==> src/rtl/trap_ctrl.sv <==
// Trap/return sequencer: arbitrates exceptions, mret and the machine timer irq,
// strobes the CSR file, flushes the pipeline and holds a fetch redirect. Option: TRAP_CTRL_VECTORED_EN.
module trap_ctrl #(
  parameter int XLEN     = 32,
  parameter int MTI_CODE = 7
) (
  input  logic            clk,
  input  logic            rst,
  input  logic            exc_valid,
  input  logic [XLEN-1:0] exc_cause,
  input  logic [XLEN-1:0] exc_pc,
  input  logic [XLEN-1:0] exc_tval,
  input  logic            mret_req,
  input  logic            irq_pc_valid,
  input  logic [XLEN-1:0] irq_pc,
  input  logic            timer_interrupt,
  input  logic            mie_mtie,
  input  logic            mstatus_mie,
  input  logic [1:0]      priv_mode,
  input  logic [XLEN-1:0] mtvec,
  input  logic [XLEN-1:0] mepc,
  output logic            trap_enter,
  output logic [XLEN-1:0] trap_cause,
  output logic [XLEN-1:0] trap_pc,
  output logic [XLEN-1:0] trap_val,
  output logic            mret_exec,
  output logic            flush,
  output logic            busy,
  output logic            redirect_valid,
  output logic [XLEN-1:0] redirect_pc,
  input  logic            redirect_ready
);

  typedef enum logic [1:0] {IDLE, TRAP, MRET, REDIRECT} state_t;
  state_t state;

  logic            irq_take;
  logic [XLEN-1:0] trap_base;
  logic [XLEN-1:0] trap_target;

  // Interrupts are always enabled while running in U-mode, regardless of MIE.
  assign irq_take  = timer_interrupt & mie_mtie & (mstatus_mie | (priv_mode == 2'b00)) & irq_pc_valid;
  assign trap_base = {mtvec[XLEN-1:2], 2'b00};

`ifdef TRAP_CTRL_VECTORED_EN
  assign trap_target = (trap_cause[XLEN-1] && mtvec[1:0] == 2'b01) ?
                       trap_base + XLEN'(4 * MTI_CODE) : trap_base;
`else
  logic unused_mtvec_mode;
  assign unused_mtvec_mode = ^mtvec[1:0];
  assign trap_target       = trap_base;
`endif

  always_ff @(posedge clk or posedge rst) begin
    if (rst) begin
      state          <= IDLE;
      trap_enter     <= 1'b0;
      trap_cause     <= '0;
      trap_pc        <= '0;
      trap_val       <= '0;
      mret_exec      <= 1'b0;
      flush          <= 1'b0;
      busy           <= 1'b0;
      redirect_valid <= 1'b0;
      redirect_pc    <= '0;
    end else begin
      trap_enter <= 1'b0;
      mret_exec  <= 1'b0;
      case (state)
        IDLE: begin
          if (exc_valid) begin
            state      <= TRAP;
            trap_enter <= 1'b1;
            trap_cause <= exc_cause;
            trap_pc    <= exc_pc;
            trap_val   <= exc_tval;
            busy       <= 1'b1;
            flush      <= 1'b1;
          end else if (mret_req) begin
            state     <= MRET;
            mret_exec <= 1'b1;
            busy      <= 1'b1;
            flush     <= 1'b1;
          end else if (irq_take) begin
            state      <= TRAP;
            trap_enter <= 1'b1;
            trap_cause <= {1'b1, (XLEN-1)'(MTI_CODE)};
            trap_pc    <= irq_pc;
            trap_val   <= '0;
            busy       <= 1'b1;
            flush      <= 1'b1;
          end
        end
        TRAP: begin
          state          <= REDIRECT;
          redirect_valid <= 1'b1;
          redirect_pc    <= trap_target;
        end
        MRET: begin
          state          <= REDIRECT;
          redirect_valid <= 1'b1;
          redirect_pc    <= mepc;
        end
        REDIRECT: begin
          // redirect_pc stays put until fetch takes it
          if (redirect_ready) begin
            state          <= IDLE;
            redirect_valid <= 1'b0;
            busy           <= 1'b0;
            flush          <= 1'b0;
          end
        end
        default: state <= IDLE;
      endcase
    end
  end

endmodule

==> config.mk <==
export PLATFORM = sky130hd
export DESIGN_NAME = trap_ctrl
export DESIGN_NICKNAME = d
export VERILOG_FILES = /design/src/rtl/trap_ctrl.sv
export SDC_FILE = /design/constraint.sdc
export NUM_CORES = 1
export LEC_CHECK = 0
export ABC_CLOCK_PERIOD_IN_PS = 4300
export BUFFER_PORTS_ARGS = -buffer_cell sky130_fd_sc_hd__buf_2
export CORE_AREA = 2 2 132 134
export DETAILED_ROUTE_END_ITERATION = 10
export DIE_AREA = 0 0 134 136
export PLACE_DENSITY = 0.76
export SKIP_LAST_GASP = 1
export SYNTH_ARGS = -nofsm -noshare
export SYNTH_HDL_FRONTEND = slang
export SYNTH_SLANG_ARGS = --single-unit
==> constraint.sdc <==
create_clock -name clk -period 4.3 [get_ports clk]
set_input_delay 0 -clock clk [delete_from_list [all_inputs] [get_ports clk]]
set_output_delay 0 -clock clk [all_outputs]
set_load 0.05 [all_outputs]
* After elaboration in Yosys (flattened, before gate mapping) *
Index checks and enable logic that the tools add are counted.

cells by class
  reductions and logical operators = 11
  mux-type cells = 28
  eq/ne operators = 6
  bitwise logic cells = 4

operators by type and width
  operator                                             number
  2-to-1 mux 32 bit                                    9
  one-hot mux 32 bit (2 select lines)                  1
  2-to-1 mux 1 bit                                     11
  2-to-1 mux 2 bit                                     4
  nonzero test 2 bit                                   4
  one-hot mux 2 bit (3 select lines)                   1
  AND reduction 3 bit                                  2
  equality test 2 bit, second input constant           2
  zero test 2 bit                                      2
  != test 2 bit, second input constant                 2
  != test 4 bit, second input constant                 1
  one-hot mux 1 bit (2 select lines)                   2
  AND reduction 2 bit                                  2
  bitwise AND 1 bit                                    3
  equality test 2 x 1 -> 1 bit, second input constant  1
  OR reduction 2 bit                                   1
  bitwise OR 1 bit                                     1

word-level totals
  output and inout bits = 133
  register bits = 134

* Depth between registers and ports, before layout *
Gate-level depths: netlist of the first run.

  depth after elaboration = 8
  gate-level depth with buffers = 8
  gate-level depth less buffers = 6

* Worst setup path after synthesis of the first run *
OpenSTA, ideal clock, no wires.

  path kind = flip-flop to flip-flop
  from = register state[0]
  to = register state[1]
  clock period less this slack = 1.626 ns
  path slack = 2.674 ns
  data arrival time = 1.499 ns
  path buffers = 1
  data required time = 4.172 ns
  stages on the path, launching flop included = 8
  path through = dfrtp_1 > inv_1 > ha_1 > buf_4 > nor3b_2 > o21ai_1 > a21boi_2 > mux2_1

between the ends
  longest elaborated chain between the ends = 3

ends and longest elaborated chain
  item                                                                       line  RTL
  start: declaration                                                         35    state_t state;
  start signal: assignment                                                   56    state <= IDLE;
  start signal: assignment                                                   72    state <= TRAP;
  start signal: assignment                                                   80    state <= MRET;
  equality test 2 bit (tied with other cells)                                69    case (state)
  OR reduction 2 bit (no line) (tied with other cells)                       --
  one-hot mux 2 bit (3 select lines) or AND reduction 2 bit (tied branches)  --

Parallel ways exist; a longest one is shown, timed or not.
A chain may end at the register's enable or synchronous reset.

* Worst setup path after layout of the first run *
  from = register state[0]
  to = register trap_pc[23]

between the ends
  longest elaborated chain between the ends = 2

ends and longest elaborated chain
  item                           line  RTL
  zero test 2 bit                69
  AND reduction 3 bit (no line)  --
  end signal: assignment         75    trap_pc <= exc_pc;
  end signal: assignment         88    trap_pc <= irq_pc;
  end: declaration               24    output logic [XLEN-1:0] trap_pc,

Every way passes these cells.

==> metrics.md, run 1 <==
| Metric | Value |
|---|---|
| Outcome | `finished, final reports clean` |
| Clock Latency Late Sink | `0.42 ns` |
| First-pass GRT wire length | `29980 um` |
| FF-to-FF path depth | `6` |
| DRT antenna net count | `0` |
| Fraction of layout cells with a size suffix above 1 | `39.81%` |
| Hold path cells | `3` |
| DIE AREA | `18220 um2` |
| Worst setup EP type | `flip-flop` |
| Die X | `134 um` |
| Register area share after synthesis | `60.20%` |
| Switching share of power | `48.96%` |
| WL/cell | `16.63 um` |
| Tcrit/Tclk final | `65.94%` |
| FMAX | `352.7 MHz` |
| Syn nets | `631` |
| IO Count | `336` |
| GRT Total Usage | `21.37%` |
| Leakage power | `4.735 nW` |
| DP Wirelength | `10460 um` |
| Setup CP Type | `reg2reg` |
| Post-synth top area cell | `dfrtp_1` |
| Routability cong. | `0.7273` |
| Yosys cell types | `32` |
| Final core occ | `58.47%` |
| Maxcap violations | `0` |
| Clk slew on worst S/H paths | `0.06 ns` |
| Pin count of the biggest net entering global routing | `88` |
| Vias per cell | `4.814` |
| Internal power | `4.345 mW` |
| Crit Reg-Reg Endpoint | `trap_pc[23]$_DFFE_PP0P_` |
| Setup_tns | `0 ns` |
| Rel. slew slack | `26.25%` |
| Vias | `5671` |
| Root Driver | `clkbuf_16` |
| Combinational Power Share | `56.4%` |
| DRT Pass-1 Iters | `4` |
| Crit path required time | `4.60 ns` |
| Asr flop ratio synth | `100.0%` |
| Worst vdd ir | `605.0 uV` |
| IO Port Bufs | `333` |
| Worst-margin pin slew | `1.104 ns` |
| Initial antenna violation count | `0` |
| Maximum fanout along the worst path | `32` |
| PD cells | `862.8 nW/um2` |
| Die Y | `136 um` |
| Max Root-Sink Buffers | `2` |
| Hold EP | `mret_exec$_DFF_PP0_` |
| Grt total ovfl | `0` |
| Clock sink count | `134` |
| Vias in the first global route | `5989` |
| Initial core utilization | `33.01%` |
| Top area cells in the synthesized netlist | `dfrtp_1 (60%), a22o_1 (9.4%), o221a_1 (6.5%)` |
| Post-synthesis cell count | `425` |
| Clk_skew | `0.01181 ns` |
| Setup repair after global routing missed its margin | `no` |
| Post-layout minimum cycle time | `2.835 ns` |
| Area Growth Syn to Fin | `77.13%` |
| Clock share of power | `17.7%` |
| CP Launch Type | `flip-flop` |
| CTS buffer count | `17` |
| WL final | `19600 um` |
| Nets | `1145` |
| Final slew viol count | `0` |
| DR DRC count | `0` |
| Net Sw Power | `4.168 mW` |
| DR iter-0 viols | `256` |
| Setup-failing EPs final | `0` |
| H-tree levels | `4` |
| Reg-to-reg startpoint | `state[0]$_DFFE_PP0P_` |
| Yosys reg bits | `134` |
| Min-Delay Startpoint | `exc_valid` |
| Worst Path Arrival | `3.14 ns` |
| Final hold vios | `0` |
| EDFF count, synth | `0` |
| Post-CTS Repair Setup Buffers | `0` |
| Core ar. | `16880 um2` |
| Fill count | `1305` |
| CTS tree | `built` |
| Row cnt | `48` |
| R2r setup slk | `1.46 ns` |
| Synth Flop Type | `dfrtp_1` |
| Worst Hold Class | `in2reg` |
| Yosys synthesis warning count | `0` |
| Yosys top cell area share | `60.20%` |
| Post-Syn Area | `5570 um2` |
| Reg power frac | `26.0%` |
| Mean Syn Cell Area | `13.11 um2` |
## Yosys cell counts (2+ instances only)
master      n
o22a_1      4
buf_4       2
nand3_1     3
mux2i_1    31
dfrtp_1   134
buf_1       3
buf_2      14
o221a_1    32
or2b_1     16
ha_1        3
nor2_1     32
inv_1       9
clkbuf_1    5
a22o_1     60
nand2_1     2
o21ai_0     4
nand2b_1   16
buf_6      11
a21oi_1    31
## power by group through the flow
stage	clock network [mW]	logic [mW]	registers, mW
2_1_floorplan	0	1.29	4.24
3_3_place_gp	0	4.24	2.18
3_5_place_dp	0	4.31	2.18
4_1_cts	1.54	4.74	2.18
5_1_grt	1.58	5.05	2.28
6_report	1.50	4.80	2.21
## worst max-delay path, stage by stage, from the launching register on
cell	delay, ns
dfrtp_1	0.38
inv_1	0.10
ha_2	0.29
nor3b_2	0.22
nand2_1	0.66
o221a_1	0.49
dlygate4sd3_1	0.57
## flip-flops by register name, indices dropped and copies added (netlist names)
signal / flops
mret_exec: 1
trap_enter: 1
redirect_pc: 32
trap_pc: 32
state: 2
trap_val: 32
trap_cause: 32
redirect_valid: 1
busy: 1
## layer usage
| layer | share of wire (%) | track usage (%) |
|---|---|---|
| met1 | 38 | 23.10 |
| met2 | 52 | 38.72 |
| met3 | 6.6 | 5.779 |
| met4 | 3.3 | 10.34 |
| met5 | 0 | 0 |
## repair_timing
action,in CTS,in global routing
hold endpoints to repair,218,0
hold buffers,193,0
resized for setup,0,0
## worst max path at each step
stage,to,slack [ns],startpoint,depth (start not counted)
final,trap_pc[23]$_DFFE_PP0P_,1.46,state[0]$_DFFE_PP0P_,6
after global routing,trap_pc[29]$_DFFE_PP0P_,1.27,state[0]$_DFFE_PP0P_,6
after CTS,trap_pc[21]$_DFFE_PP0P_,1.47,state[0]$_DFFE_PP0P_,6
after detailed placement,trap_cause[19]$_DFFE_PP0P_,1.90,state[0]$_DFFE_PP0P_,5
after global placement,trap_val[24]$_DFFE_PP0P_,1.96,state[0]$_DFFE_PP0P_,5
after floorplan,busy$_DFFE_PP0P_,0.72,rst,1
## kinds of logic (layout without fill, tap and decap cells)
kind of cell               Yosys count  after routing  synth area share, %
DFF                                134            134                60.20
other                                0              1                    0
adders and majority gates            3              3               0.6739
AOI/OAI and AO/OA                  138            138                21.02
buffers and inverters               45            572                5.054
and+or+nand+nor                     73             73                7.278
muxes                               32             32                5.773
## through the flow
stage	worst slack (ns)	power [mW]	instances	area, um2	hold slack, ns
2_1_floorplan	0.7172	5.532	425	5570	0.1397
5_1_grt	1.268	8.913	1177	9864	0.04789
3_5_place_dp	1.902	6.487	952	7321	0.2163
3_3_place_gp	1.961	6.426	952	7321	0.2043
4_1_cts	1.471	8.460	1177	9864	0.01157
6_report	1.465	8.514	1178	9867	0.02359
## cell type report
type	count	area [um2]	share of cell area [%]
clock inverter	13	168.9	1.712
clock buffer	19	442.9	4.489
multi-input combinational	246	1942	19.68
antenna	1	2.502	0.02536
timing repair buffer	530	3628	36.77
tap	225	281.5	2.853
inverter	10	47.55	0.4819
sequential	134	3353	33.98
## cell usage in the layout (no fill, tap or decap), types with 2 or more instances in the layout
| cell | instances |
|---|---|
| buf_2 | 333 |
| dlygate4sd3_1 | 193 |
| dfrtp_1 | 134 |
| a22o_1 | 60 |
| nor2_1 | 32 |
| o221a_1 | 32 |
| mux2i_1 | 31 |
| a21oi_1 | 31 |
| clkbuf_16 | 17 |
| nand2b_1 | 16 |
| or2b_1 | 16 |
| inv_1 | 8 |
| inv_6 | 6 |
| o22a_1 | 4 |
| o21ai_0 | 4 |
| buf_4 | 4 |
| nand3_1 | 3 |
| bufinv_16 | 3 |
| clkinvlp_4 | 3 |
| nand2_1 | 2 |
| ha_2 | 2 |
| clkinv_2 | 2 |
No activity file was read; power rests on OpenSTA's default activity.
==> run 2, diff against run 1 <==
ABC_CLOCK_PERIOD_IN_PS = 2400   (was 4300)
CORE_AREA = 2 2 130 132   (was 2 2 132 134)
DIE_AREA = 0 0 132 134   (was 0 0 134 136)
PLACE_DENSITY = 0.8   (was 0.76)
clock period = 2.4 ns   (was 4.3 ns; I/O delays follow)
==> run 2 against run 1 <==
Effect of this change:
- combinational power is 74% higher
- cell count unchanged
- flip-flop and latch count did not move
- register-to-register slack worse by 1.3 ns
- routed wire length rose by 5.6%
- die area decreased by 2.9%
- via count grew 0.25%
- largest power group unchanged
- critical endpoint is now redirect_pc[14]$_DFFE_PP0P_
- global-route usage is 1.4 points higher
- clock skew decreased by 0.00060 ns
- clock power is 85% higher
- sequential share of layout area fell by 0.35 points
- critical path depth is the same
==> metrics.md, run 2 (synthesis gave the netlist of run 1 again) <==
| Metric | Value |
|---|---|
| Root Driver | `clkbuf_16` |
| Die Y | `134 um` |
| Pin count of the biggest net entering global routing | `76` |
| Die X | `132 um` |
| Core ar. | `16290 um2` |
| Tcrit/Tclk final | `92.80%` |
| Grt total ovfl | `0` |
| Rel. slew slack | `55.79%` |
| Combinational Power Share | `55.2%` |
| Setup_tns | `0 ns` |
| Worst vdd ir | `924.7 uV` |
| Vias per cell | `4.826` |
| Leading cell type in the layout, fill and taps excluded | `buf_2` |
| Leakage power | `4.813 nW` |
| Worst-margin pin slew | `0.6617 ns` |
| Max Root-Sink Buffers | `2` |
| Maximum fanout along the worst path | `32` |
| Post-CTS Repair Setup Buffers | `0` |
| PD cells | `1517 nW/um2` |
| Placement Cell Area | `7396 um2` |
| Final hold vios | `0` |
| Reg power frac | `26.5%` |
| Setup-failing EPs final | `0` |
| Maxcap violations | `0` |
| CTS buffer count | `17` |
| Clock share of power | `18.4%` |
| DRT Pass-1 Iters | `4` |
| Clk slew on worst S/H paths | `0.06 ns` |
| Routability cong. | `0.7740` |
| Row cnt | `47` |
| Worst Hold Class | `in2reg` |
| Finished Cell Area | `9971 um2` |
| Initial antenna violation count | `0` |
| CP Launch Type | `flip-flop` |
| DIE AREA | `17690 um2` |
| IO Port Bufs | `333` |
| Clock Latency Late Sink | `0.41 ns` |
| Final slew viol count | `0` |
| Switching share of power | `49.55%` |
| Vias | `5685` |
| H-tree levels | `4` |
| Net Sw Power | `7.492 mW` |
| Worst setup EP type | `flip-flop` |
| IO Count | `336` |
| Worst Path Arrival | `2.50 ns` |
| FMAX | `449.0 MHz` |
| N_diodes | `0` |
| Area Growth Syn to Fin | `79.00%` |
| Initial core utilization | `34.20%` |
| WL final | `20690 um` |
| Ordered list of cells on the worst path | `inv_1 > ha_2 > buf_4 > mux2i_1 > dlygate4sd3_1 > a21oi_1` |
| Setup CP Type | `reg2reg` |
| Outcome | `finished, final reports clean` |
| DP Wirelength | `11380 um` |
| DRT antenna net count | `0` |
| Critical path's largest stage delay | `0.61 ns` |
| Clock sink count | `134` |
| WL/cell | `17.56 um` |
| Clk_skew | `0.01122 ns` |
| Highest-delay cell along the critical path | `dlygate4sd3_1` |
| Crit path required time | `2.67 ns` |
| DR iter-0 viols | `307` |
| Fraction of layout cells with a size suffix above 1 | `40.40%` |
| Setup repair after global routing missed its margin | `no` |
| Vias in the first global route | `6186` |
| Highest-count cells in the layout ignoring fill and taps | `buf_2 (333), dlygate4sd3_1 (193), dfrtp_1 (134)` |
| First-pass GRT wire length | `31660 um` |
| Post-layout minimum cycle time | `2.227 ns` |
| Nets | `1152` |
| CTS tree | `built` |
| Internal power | `7.629 mW` |
| GRT Total Usage | `22.78%` |
| DR DRC count | `0` |
| Fill count | `1200` |
==> run 2: cell count changes in the layout (fill, tap and decap cells not counted), moves of 2 or more <==
cell,delta
buf_12,+3
buf_4,+3
clkinv_4,+2
clkinvlp_4,-2
==> run 2: layer usage <==
| metal | global-route usage (%) | up-vias | share of wire, % |
|---|---|---|---|
| li1 | - | 2614 | - |
| met1 | 25.21 | 2735 | 38 |
| met2 | 40.08 | 278 | 51 |
| met3 | 6.878 | 58 | 6.8 |
| met4 | 11.05 | 0 | 3.6 |
| met5 | 0 | - | 0 |
==> run 2: path summary, 6_finish.rpt <==
kind,start,endpoint,slack (ns),cells after the start
max,state[0]$_DFFE_PP0P_,redirect_pc[14]$_DFFE_PP0P_,0.17,6
min,exc_valid,mret_exec$_DFF_PP0_,0.11,3
max reg2reg,state[0]$_DFFE_PP0P_,redirect_pc[14]$_DFFE_PP0P_,0.17,6
min reg2reg,trap_cause[25]$_DFFE_PP0P_,trap_cause[25]$_DFFE_PP0P_,0.50,1
max in group asynchronous,rst,trap_pc[18]$_DFFE_PP0P_,1.35,4
min in group asynchronous,rst,trap_val[14]$_DFFE_PP0P_,0.25,3
==> run 2: timing repair <==
item                                    CTS  global route
endpoints found under the setup margin    0             2
hold buffers                            193             0
hold endpoints to repair                159             0
resized for setup                         0             2
==> run 2: power groups by stage <==
stage	logic (mW)	clock network (mW)	registers [mW]
detailed placement	7.81	0	3.94
finish	8.34	2.78	4.00
global route	8.71	2.96	4.12
global placement	7.67	0	3.92
CTS	8.22	2.84	3.95
floorplan	2.31	0	7.60
==> run 2: layout make-up <==
class	count	area [um2]	share of cell area [%]
clock buffer	18	439.2	4.405
multi-input combinational	247	1954	19.60
tap	220	275.3	2.761
sequential	134	3353	33.63
inverter	10	46.29	0.4643
timing repair buffer	536	3711	37.22
clock inverter	13	191.4	1.920
==> run 2: critical path: cells and delay by family, from the launching register on <==
family / cells / cell delay [ns]
AO/OA/AOI/OAI: 1 / 0.08
adder cells (fa/ha/maj): 1 / 0.17
buffers and inverters: 3 / 1.17
flip-flops: 1 / 0.38
multiplexers: 1 / 0.28
==> run 2: through the flow <==
stage	power (mW)	util, %	instances	setup slack, ns	hold WS (ns)
3_5_place_dp	11.75	45.40	953	0.4235	0.1273
6_report	15.12	61.21	1178	0.1728	0.1084
3_3_place_gp	11.59	45.40	953	0.4820	0.1307
2_1_floorplan	9.912	-	425	0.7348	0.1397
5_1_grt	15.79	61.21	1178	0.03190	0.1088
4_1_cts	15.01	61.13	1177	0.1043	0.004525
